File: src/rtl/uart_tx_buf.sv
// Buffered 8N1 UART transmitter: register block, TX FIFO, baud-timed serializer.
// Drain interrupt fires when the FIFO is empty and the serializer is idle.
module uart_tx_buf #(
    parameter int          DEPTH   = 8,
    parameter logic [15:0] DEF_DIV = 16'd868
) (
    input  logic        clk,
    input  logic        rstn,
    input  logic [4:0]  addr,
    input  logic        re,
    input  logic        we,
    input  logic [31:0] wd,
    output logic [31:0] rd,
    output logic        irq,
    output logic        uart_tx
);

    localparam int AW = $clog2(DEPTH);
    localparam int CW = $clog2(DEPTH + 1);

    localparam logic [4:0] A_TX_DATA = 5'h00;
    localparam logic [4:0] A_CONTROL = 5'h04;
    localparam logic [4:0] A_DIVIDER = 5'h08;
    localparam logic [4:0] A_STATUS  = 5'h0C;

    localparam logic [1:0] S_IDLE  = 2'd0;
    localparam logic [1:0] S_START = 2'd1;
    localparam logic [1:0] S_DATA  = 2'd2;
    localparam logic [1:0] S_STOP  = 2'd3;

    // Registers
    logic [1:0]    ctrl_q;
    logic [15:0]   divider_q;
    logic          ovf_q;

    // FIFO
    logic [7:0]    mem [DEPTH];
    logic [AW-1:0] wptr_q;
    logic [AW-1:0] rptr_q;
    logic [CW-1:0] count_q;

    // Serializer
    logic [1:0]    state_q;
    logic [7:0]    shift_q;
    logic [2:0]    bit_idx_q;
    logic [15:0]   timer_q;
    logic [15:0]   div_q;
    logic          tx_q;
    logic          irq_q;

    logic tx_en;
    logic irq_en;
    logic full;
    logic empty;
    logic busy;
    logic bit_end;
    logic push_req;
    logic push;
    logic pop;

    assign tx_en    = ctrl_q[0];
    assign irq_en   = ctrl_q[1];
    assign full     = (count_q == CW'(DEPTH));
    assign empty    = (count_q == '0);
    assign busy     = (state_q != S_IDLE);
    assign bit_end  = (timer_q == div_q - 16'd1);
    assign push_req = we && (addr == A_TX_DATA);

    // A pop happens either from IDLE or at the very end of a stop bit,
    // which is what makes back-to-back frames gap-free.
    assign pop  = tx_en && !empty &&
                  ((state_q == S_IDLE) || ((state_q == S_STOP) && bit_end));
    assign push = push_req && (!full || pop);

    // The bus read port has no side effects, and the upper write-data bits
    // have no home in any register.
    logic unused_bits;
    assign unused_bits = ^{re, wd[31:16]};

    // Register block
    always_ff @(posedge clk) begin
        // NOTE: every flop is assigned with <= so all always_ff blocks see
        // the pre-edge values of each other's state.
        if (!rstn) begin
            ctrl_q    <= 2'b00;
            divider_q <= DEF_DIV;
            ovf_q     <= 1'b0;
        end else begin
            if (we && (addr == A_CONTROL)) begin
                ctrl_q <= wd[1:0];
            end
            if (we && (addr == A_DIVIDER)) begin
                divider_q <= (wd[15:0] == 16'd0) ? 16'd1 : wd[15:0];
            end
            if (push_req && full && !pop) begin
                ovf_q <= 1'b1;
            end else if (we && (addr == A_STATUS) && wd[9]) begin
                ovf_q <= 1'b0;
            end
        end
    end

    // FIFO storage
    always_ff @(posedge clk) begin
        // NOTE: the data array is deliberately not reset; pointers and count
        // define which entries are valid, so stale contents are never read.
        if (push) begin
            mem[wptr_q] <= wd[7:0];
        end
    end

    // FIFO pointers and occupancy; pointer widths make the wrap implicit
    always_ff @(posedge clk) begin
        if (!rstn) begin
            wptr_q  <= '0;
            rptr_q  <= '0;
            count_q <= '0;
        end else begin
            if (push) begin
                wptr_q <= wptr_q + AW'(1);
            end
            if (pop) begin
                rptr_q <= rptr_q + AW'(1);
            end
            if (push && !pop) begin
                count_q <= count_q + CW'(1);
            end else if (pop && !push) begin
                count_q <= count_q - CW'(1);
            end
        end
    end

    // Serializer FSM; div_q is captured per frame so DIVIDER writes mid-frame
    // only affect the next frame.
    always_ff @(posedge clk) begin
        if (!rstn) begin
            state_q   <= S_IDLE;
            shift_q   <= 8'h00;
            bit_idx_q <= 3'd0;
            timer_q   <= 16'd0;
            div_q     <= DEF_DIV;
        end else begin
            case (state_q)
                S_IDLE: begin
                    timer_q <= 16'd0;
                    if (pop) begin
                        shift_q <= mem[rptr_q];
                        div_q   <= divider_q;
                        state_q <= S_START;
                    end
                end
                S_START: begin
                    if (bit_end) begin
                        timer_q   <= 16'd0;
                        bit_idx_q <= 3'd0;
                        state_q   <= S_DATA;
                    end else begin
                        timer_q <= timer_q + 16'd1;
                    end
                end
                S_DATA: begin
                    if (bit_end) begin
                        timer_q   <= 16'd0;
                        shift_q   <= {1'b0, shift_q[7:1]};
                        bit_idx_q <= bit_idx_q + 3'd1;
                        if (bit_idx_q == 3'd7) begin
                            state_q <= S_STOP;
                        end
                    end else begin
                        timer_q <= timer_q + 16'd1;
                    end
                end
                default: begin
                    if (bit_end) begin
                        timer_q <= 16'd0;
                        if (pop) begin
                            shift_q <= mem[rptr_q];
                            div_q   <= divider_q;
                            state_q <= S_START;
                        end else begin
                            state_q <= S_IDLE;
                        end
                    end else begin
                        timer_q <= timer_q + 16'd1;
                    end
                end
            endcase
        end
    end

    // Line driver and interrupt are both registered so the pins never glitch
    always_ff @(posedge clk) begin
        if (!rstn) begin
            tx_q  <= 1'b1;
            irq_q <= 1'b0;
        end else begin
            case (state_q)
                S_START: tx_q <= 1'b0;
                S_DATA:  tx_q <= shift_q[0];
                default: tx_q <= 1'b1;
            endcase
            irq_q <= irq_en && empty && !busy;
        end
    end

    assign uart_tx = tx_q;
    assign irq     = irq_q;

    // Read decode
    always_comb begin
        // NOTE: rd gets a default before the case so no path leaves it
        // unassigned, which would otherwise infer a latch.
        rd = 32'h0;
        case (addr)
            A_CONTROL: rd = {30'h0, ctrl_q};
            A_DIVIDER: rd = {16'h0, divider_q};
            A_STATUS:  rd = {22'h0, ovf_q, 5'(count_q), 1'b0, busy, empty, full};
            default:   rd = 32'h0;
        endcase
    end

endmodule

File: config.mk
export PLATFORM = sky130hd
export DESIGN_NAME = uart_tx_buf
export DESIGN_NICKNAME = d
export VERILOG_FILES = /design/src/rtl/uart_tx_buf.sv
export SDC_FILE = /design/constraint.sdc
export NUM_CORES = 1
export LEC_CHECK = 0
export CORE_ASPECT_RATIO = 0.75
export CORE_UTILIZATION = 51
export DETAILED_ROUTE_END_ITERATION = 6
export PLACE_DENSITY_LB_ADDON = 0.3
export SYNTH_ARGS = -nofsm -noshare
export SYNTH_HDL_FRONTEND = slang
export SYNTH_SLANG_ARGS = --single-unit
File: constraint.sdc
create_clock -name clk -period 4.3 [get_ports clk]
set_clock_uncertainty 0.1 [all_clocks]
set_input_delay 0.43 -clock clk [delete_from_list [all_inputs] [get_ports clk]]
set_output_delay 0.43 -clock clk [all_outputs]
set_load 0.05 [all_outputs]
==> results.json, run 1 <==
{
  "status": "completed",
  "grt_use_total": 0.239,
  "dieWidth_microns": 136,
  "yosysWarnings": 0,
  "start_util": 0.525,
  "powerDensity_nw_per_um2": 364,
  "root_buffer": "clkbuf_16",
  "synth_area_per_cell_sq_um": 11.0,
  "cts_setup_buffers": 0,
  "htreeDepth": 4,
  "ys_seq_area_frac": 0.510,
  "die-area_sq_um": 13900,
  "fillers": 1014,
  "multi_input_area_sq_um": 3120,
  "gp_congestion": 0.851,
  "drive_above_1_share": 0.106,
  "setup_slack_ps": 166,
  "dp_hpwl_microns": 10900,
  "first_pass_iters": 5,
  "finalCriticalPeriod_ps": 4130,
  "io_pins": 75,
  "regArea_sq_um": 3500,
  "max_freq_mhz": 242,
  "fin_cells": 851,
  "hp-class": "register to register",
  "post-place-ws_ps": 73.1,
  "cap_viol_max_count": 0,
  "grt_pass1_wl_microns": 24700,
  "async_reset_ff_frac": 0,
  "nets": 722,
  "synthFlopType": "dfxtp_1",
  "relSlewSlack": 0.295,
  "dieHeight_microns": 102,
  "clockBufferDepth": 2,
  "grt_pass1_vias": 4702,
  "utilization": 0.607,
  "fin_tns_setup_ps": 0,
  "ys_ff_latch": 143,
  "synthesis.area_sq_um": 6860,
  "ant_nets": 0,
  "crit_required_ps": 4550,
  "tritoncts": "built",
  "end_kind": "register",
  "routed_via_density": 5.89,
  "rows": 36,
  "antenna_found_initial": 0,
  "area_growth_syn_to_layout_pct": 15.6,
  "synth_edf_count": 64,
  "drt_iter0_markers": 469,
  "port_buffers": 41,
  "vias": 5016,
  "insertion_delay_ps": 420,
  "overflow": 0,
  "clkSinkCount": 143,
  "ir_drop_mv": 0.302,
  "setup_violations": 0,
  "min_period_over_period": 0.961,
  "leakagePower_uw": 0.00271,
  "holdWs_ps": 375,
  "numCtsBuffers": 17,
  "worstMarginPinSlew_ps": 1060,
  "synthDistinctLibCells": 70,
  "crit_type": "register to register",
  "crit_fanout": 5,
  "postCtsHoldBufs": 0,
  "synth_cells": 626,
  "core_area_sq_um": 13100,
  "finalHoldViolCount": 0,
  "worstPathArrival_ps": 4390,
  "start_kind": "register",
  "maxSlewViolCount": 0,
  "clk_pin_slew_ps": 60,
  "grt_start_max_net_pins": 78,
  "drc": 0,
  "wl_per_cell_microns": 18.4,
  "dp_cells": 819,
  "antenna_cells": 0,
  "drt_wl_total_microns": 15700
}
final cells by class:
class	count	area share
Inverter	16	0.00757
Sequential cell	143	0.442
Clock buffer	25	0.0591
Timing Repair Buffer	54	0.0634
Clock inverter	7	0.00836
Tap cell	171	0.0270
Multi-Input combinational cell	435	0.393
final timing paths:
check / slack (ps) / startpoint / cells after the start / end
worst max-delay path: 170 / div_q[8] / 15 / count_q[3]
worst max register to register: 170 / div_q[8] / 15 / count_q[3]
worst min register to register: 380 / div_q[15] / 2 / div_q[15]
worst min-delay path: 380 / div_q[15] / 2 / div_q[15]
synthesized netlist by cell type, drive strengths merged (6+ instances only):
| cell | n | area [sq um] |
|---|---|---|
| nor3 | 7 | 35.0 |
| o21ai | 32 | 160 |
| and3 | 15 | 93.8 |
| mux4 | 16 | 360 |
| clkbuf | 25 | 93.8 |
| mux2i | 31 | 310 |
| nor2b | 9 | 56.3 |
| inv | 15 | 56.3 |
| and2 | 7 | 43.8 |
| ha | 13 | 163 |
| nand2 | 81 | 304 |
| o211ai | 8 | 60.1 |
| nor4 | 9 | 62.6 |
| xor2 | 16 | 140 |
| edfxtp | 64 | 1920 |
| nor2 | 32 | 128 |
| o311ai | 7 | 61.3 |
| dfxtp | 79 | 1580 |
| nand3 | 24 | 120 |
| nand2b | 6 | 37.5 |
| a21boi | 24 | 191 |
| xnor2 | 17 | 149 |
| buf | 22 | 168 |
metrics by stage:
stage	area [sq um]	power, uW
global route	7930	2960
floorplan	6920	1530
finish	7930	2890
detailed placement	7370	1560
CTS	7910	2890
global placement	7370	1560
layer usage:
metal  wire length, microns  vias to the layer above  track usage
li1                       -                     2340            -
met1                   7260                     2435        0.331
met2                   7090                      221        0.367
met3                   1130                       20       0.0650
met4                    182                        0       0.0709
met5                      0                        -            0
logic make-up (layout without fill, tap and decap cells):
| kind of cell | Yosys count | in the layout | share of synthesized area |
|---|---|---|---|
| simple gates | 223 | 223 | 0.168 |
| flops | 143 | 143 | 0.510 |
| compound gates | 100 | 100 | 0.104 |
| buf+inv | 63 | 102 | 0.0469 |
| mux | 49 | 49 | 0.101 |
| xor+xnor | 33 | 33 | 0.0421 |
| fa+ha+maj | 14 | 14 | 0.0266 |
| other cells | 1 | 16 | 0.000546 |
layout by cell type (no fill, tap or decap), drive strengths merged, types with 24 or more instances in the layout:
cell | netlist | routed
o21ai | 32 | 32
a21boi | 24 | 24
clkdlybuf4s50 | 0 | 40
dfxtp | 79 | 79
nor2 | 32 | 32
nand3 | 24 | 24
mux2i | 31 | 31
nand2 | 81 | 81
clkbuf | 25 | 25
edfxtp | 64 | 64
registers in the layout, summed over array words and instances (netlist names), named ones only:
signal	cells
bit_idx_q	3
count_q	4
ctrl_q	2
div_q	16
divider_q	16
irq	1
mem	64
ovf_q	1
rptr_q	3
shift_q	8
state_q	2
timer_q	16
uart_tx	1
wptr_q	3
critical path: stages, from the launching register on:
cell and delay (ps):
dfxtp_1 320, or4_4 560, or3_4 360, or3_1 330
a22oi_2 170, o2111ai_2 190, o31a_1 370, buf_4 190
ha_1 210, inv_1 120, ha_1 240, a21o_1 170
a21oi_1 180, xnor2_1 100, or3_1 300, a21boi_0 150
what timing repair did:
action / CTS / global route
gates resized for setup: 0 / 5
endpoints found under the hold margin: 0 / 0
endpoints found under the setup margin: 0 / 1
where the power goes:
part	leakage (uW)	switching [uW]	internal, uW	total, uW
sequential	0.00121	2.90	1420	1420
clock	0.000262	538	813	1350
combinational	0.00123	77.6	34.3	112
Power figures use the tool's default switching activity.
==> run 2, diff against run 1 <==
--- a/config.mk
+++ b/config.mk
@@ -5,6 +5,7 @@
 export SDC_FILE = /design/constraint.sdc
 export NUM_CORES = 1
 export LEC_CHECK = 0
+export ABC_CLOCK_PERIOD_IN_PS = 3500
 export CORE_ASPECT_RATIO = 0.75
 export CORE_UTILIZATION = 51
 export DETAILED_ROUTE_END_ITERATION = 6
==> constraint.sdc (replaced) <==
create_clock -name clk -period 3.5 [get_ports clk]
set_clock_uncertainty 0.1 [all_clocks]
set_input_delay 0.35 -clock clk [delete_from_list [all_inputs] [get_ports clk]]
set_output_delay 0.35 -clock clk [all_outputs]
set_load 0.05 [all_outputs]
==> run 2 against run 1 <==
Effect of this change:
- the flow now finishes with violations (setup timing)
- worst setup slack worse by 510 ps
- routed wire length grew 1.3%
- sequential cell count did not move
- critical endpoint unchanged
==> results.json, run 2 (synthesized netlist as in run 1, its figures left out) <==
{
  "gp_congestion": 0.893,
  "wl_per_cell_microns": 17.8,
  "combPwrFrac": 0.040,
  "io_pins": 75,
  "startpoint": "div_q[8]",
  "area_growth_syn_to_layout_pct": 23.3,
  "maxSlewViolCount": 0,
  "start_kind": "register",
  "cap_viol_max_count": 0,
  "drt_wl_total_microns": 15900,
  "post-place-ws_ps": -408,
  "min_period_over_period": 1.10,
  "crit_fanout": 2,
  "reg2reg_from": "div_q[8]",
  "relSlewSlack": 0.424,
  "clockBufferDepth": 2,
  "overflow": 0,
  "leakagePower_uw": 0.00299,
  "grt_pass1_wl_microns": 25100,
  "dieHeight_microns": 102,
  "fin_cells": 890,
  "min_from": "timer_q[0]",
  "clk_pin_slew_ps": 60,
  "hp-class": "register to register",
  "root_buffer": "clkbuf_16",
  "finalCriticalPeriod_ps": 3850,
  "grt_start_max_net_pins": 56,
  "setup_slack_ps": -348,
  "p_sw_uw": 787,
  "core_area_sq_um": 13100,
  "die-area_sq_um": 13900,
  "first_pass_iters": 5,
  "worstPathArrival_ps": 4100,
  "switching_share": 0.219,
  "rows": 36,
  "grt_pass1_vias": 4835,
  "postCtsHoldBufs": 0,
  "drive_above_1_share": 0.195,
  "ir_drop_mv": 0.386,
  "antenna_found_initial": 0,
  "worstMarginPinSlew_ps": 864,
  "insertion_delay_ps": 420,
  "violations": "setup timing",
  "powerDensity_nw_per_um2": 424,
  "finalPower_uw": 3590,
  "antenna_cells": 0,
  "grt_use_total": 0.242,
  "largest_reg_flops": 64,
  "top_register": "mem",
  "dp_hpwl_microns": 11300,
  "crit_required_ps": 3750,
  "numCtsBuffers": 17,
  "port_buffers": 41,
  "dp_cells": 856,
  "start_util": 0.525,
  "clkSinkCount": 143,
  "status": "finished, violations left",
  "routed_via_density": 5.66,
  "end_kind": "register",
  "drt_iter0_markers": 394,
  "seq_power_share": 0.488,
  "ant_nets": 0,
  "finalHoldViolCount": 0,
  "htreeDepth": 4,
  "drc": 0,
  "max_freq_mhz": 260,
  "layout_common_cells": "81 x nand2_1, 76 x dfxtp_1, 64 x edfxtp_1, 55 x buf_4",
  "setup_violations": 3,
  "clockPowerShare": 0.472,
  "vias": 5036,
  "utilization": 0.648,
  "holdWs_ps": 378,
  "tritoncts": "built",
  "rsz0062_at_grt": "true",
  "layout_commonest_cell": "nand2_1",
  "crit_type": "register to register",
  "dieWidth_microns": 136,
  "internal_power_uw": 2800,
  "nets": 761
}
## run 2: cell type report
| class | count | area [sq um] |
|---|---|---|
| fillers | 969 | 4600 |
| flip-flops and latches | 143 | 3510 |
| multi-input cells | 435 | 3210 |
| repair buffers | 93 | 918 |
| clock buffers | 21 | 460 |
| well taps | 171 | 214 |
| clock inverters | 11 | 91.3 |
| inverters | 16 | 60.1 |
## run 2: final timing paths
check | to | slack [ps] | cells after the start
max | count_q[3] | -350 | 15
min | timer_q[0] | 380 | 1
max reg2reg | count_q[3] | -350 | 15
min reg2reg | timer_q[0] | 380 | 1
## run 2: timing repair
action	4_1_cts	5_1_grt
endpoints found under the setup margin	3	78
buffers inserted	1	1
pin swaps	0	14
resized for setup	6	10
## run 2: worst max-delay path: stages, from the launching register on
cell and delay [ps]:
dfxtp_2 320, or4_4 530, or3_4 340, or3_1 330, a22oi_2 170, o2111ai_2 140, o31a_1 390, a21boi_4 210
ha_4 160, inv_2 50, buf_4 140, ha_4 280, a21oi_4 50, xnor2_1 140, or3_1 310, a21boi_1 120
## run 2: per-layer routing
| metal | up-vias | wire (microns) | part of all wire | global-route usage |
|---|---|---|---|---|
| li1 | 2416 | - | - | - |
| met1 | 2420 | 7700 | 0.49 | 0.350 |
| met2 | 171 | 6900 | 0.44 | 0.354 |
| met3 | 29 | 907 | 0.057 | 0.0580 |
| met4 | 0 | 342 | 0.022 | 0.0880 |
| met5 | - | 0 | 0 | 0 |
## run 2: stage by stage
stage | instance area, sq um | TNS (ps)
floorplan | 6950 | -611
global route | 8460 | -2450
global placement | 7790 | -409
detailed placement | 7790 | -763
finish | 8460 | -668
CTS | 8390 | -466
## run 2: power groups by stage
stage	registers, uW	clock network [uW]	logic, uW
CTS	1750	1710	143
floorplan	1780	0	91.6
detailed placement	1790	0	140
global route	1750	1780	153
global placement	1780	0	138
finish	1750	1690	145
==> run 3, diff against run 2 <==
--- a/config.mk
+++ b/config.mk
@@ -9,7 +9,9 @@
 export CORE_ASPECT_RATIO = 0.75
 export CORE_UTILIZATION = 51
 export DETAILED_ROUTE_END_ITERATION = 6
+export HOLD_SLACK_MARGIN = 0.02
 export PLACE_DENSITY_LB_ADDON = 0.3
+export SKIP_CTS_REPAIR_TIMING = 1
 export SYNTH_ARGS = -nofsm -noshare
 export SYNTH_HDL_FRONTEND = slang
 export SYNTH_SLANG_ARGS = --single-unit
==> run 3 against run 2 <==
Effect of this change:
- total power hardly changed
- critical path depth stayed put
- non-clock buffer count is 1 lower
- the run still ends with setup timing left
- die area stayed put
- sequential power hardly changed
- register-to-register slack better by 60 ps
- design area is 0.43% lower
- highest routed layer unchanged
- hold slack hardly changed
- count of clock-buffer cells in the layout stayed put
- via count hardly changed
==> results.json, run 3 (synthesized netlist as in run 1, its figures left out) <==
{
  "antenna_cells": 0,
  "nets": 760,
  "core_area_sq_um": 13100,
  "grt_pass1_vias": 4841,
  "first_pass_iters": 5,
  "grt_start_max_net_pins": 56,
  "fillers": 979,
  "max_freq_mhz": 264,
  "overflow": 0,
  "slowest_delay_ps": 550,
  "cp_slowest_cell": "or4_4",
  "status": "finished, violations left",
  "layout_common_cells": "81 x nand2_1, 77 x dfxtp_1, 64 x edfxtp_1, 54 x buf_4",
  "maxSlewViolCount": 0,
  "cap_viol_max_count": 0,
  "grt_pass1_wl_microns": 25000,
  "dieWidth_microns": 136,
  "leakagePower_uw": 0.00299,
  "drt_iter0_markers": 345,
  "setup_violations": 3,
  "largest_reg_flops": 64,
  "end_kind": "register",
  "wl_per_cell_microns": 17.6,
  "fin_tns_setup_ps": -613,
  "start_util": 0.525,
  "powerDensity_nw_per_um2": 426,
  "worstPathArrival_ps": 4040,
  "crit_required_ps": 3750,
  "clkSinkCount": 143,
  "finalCriticalPeriod_ps": 3790,
  "dieHeight_microns": 102,
  "clockBufferDepth": 2,
  "vias": 5033,
  "area_growth_syn_to_layout_pct": 22.7,
  "numCtsBuffers": 17,
  "drc": 0,
  "antenna_found_initial": 0,
  "crit_type": "register to register",
  "root_buffer": "clkbuf_16",
  "routed_via_density": 5.66,
  "top_register": "mem",
  "critical_path.cell_chain": "or4_4 -> or3_4 -> or3_4 -> a22oi_2 -> o2111ai_2 -> o31a_1 -> a21boi_4 -> ha_4 -> inv_4 -> buf_6 -> ha_4 -> a21oi_2 -> xnor2_1 -> or3_1 -> a21boi_1",
  "ant_nets": 0,
  "setup_slack_ps": -285,
  "io_pins": 75,
  "final_area_sq_um": 8420,
  "clk_pin_slew_ps": 60,
  "drt_wl_total_microns": 15700,
  "violations": "setup timing",
  "htreeDepth": 4,
  "insertion_delay_ps": 420,
  "gp_congestion": 0.893,
  "port_buffers": 41,
  "relSlewSlack": 0.413,
  "drive_above_1_share": 0.192,
  "finalHoldViolCount": 0,
  "rsz0062_at_grt": "true",
  "min_period_over_period": 1.08,
  "rows": 36,
  "start_kind": "register",
  "worstMarginPinSlew_ps": 880,
  "crit_fanout": 3,
  "ir_drop_mv": 0.388,
  "die-area_sq_um": 13900,
  "dpl-instance-area_sq_um": 7790,
  "hp-class": "register to register",
  "tritoncts": "built",
  "layout_commonest_cell": "nand2_1",
  "grt_use_total": 0.241,
  "dp_hpwl_microns": 11300
}
## run 3: changes by cell type in the layout (fill, tap and decap cells not counted), sizes merged
| cell | previous run | this run |
|---|---|---|
| buf | 69 | 68 |
## run 3: area by class of cell
| class | count | area (sq um) | area share |
|---|---|---|---|
| Clock inverter | 11 | 91.3 | 0.0108 |
| Tap cell | 171 | 214 | 0.0254 |
| Timing Repair Buffer | 92 | 902 | 0.107 |
| Inverter | 16 | 62.6 | 0.00743 |
| Multi-Input combinational cell | 435 | 3190 | 0.378 |
| Sequential cell | 143 | 3510 | 0.416 |
| Clock buffer | 21 | 460 | 0.0547 |
## run 3: path summary, 6_finish.rpt
kind                                    to  cells past startpoint  startpoint  slack (ps)
worst min-delay path            timer_q[0]                      1  timer_q[0]         380
worst max-delay path            count_q[3]                     15    div_q[9]        -290
worst max register to register  count_q[3]                     15    div_q[9]        -290
worst min register to register  timer_q[0]                      1  timer_q[0]         380
## run 3: stage by stage
step           hold WS [ps]  cells  worst slack (ps)   util  power [uW]
5_1_grt                 404    889              -458  0.645        3680
2_1_floorplan           338    641              -463      -        1880
3_5_place_dp            370    856              -408  0.596        1930
6_report                378    889              -285  0.645        3590
3_3_place_gp            359    856              -268  0.596        1920
4_1_cts                 379    888              -410  0.639        3600
## run 3: routing by layer
metal  GRT usage  vias to the layer above  share of wire
met3      0.0565                       21          0.062
met5           0                        -              0
met1       0.347                     2425           0.48
met2       0.352                      172           0.44
li1            -                     2415              -
met4      0.0966                        0          0.017
## run 3: where the power goes
part | internal (uW) | switching, uW | total (uW)
clock network | 1010 | 685 | 1690
registers | 1750 | 3.65 | 1750
logic | 47.7 | 96.7 | 144
## run 3: critical path: cells and delay by family, from the launching register on
| family | cells | cell delay, ps |
|---|---|---|
| adder cells (fa/ha/maj) | 2 | 430 |
| buffers and inverters | 2 | 170 |
| AO/OA/AOI/OAI | 6 | 1030 |
| AND/OR/NAND/NOR | 4 | 1530 |
| flip-flops | 1 | 320 |
| XOR/XNOR | 1 | 120 |
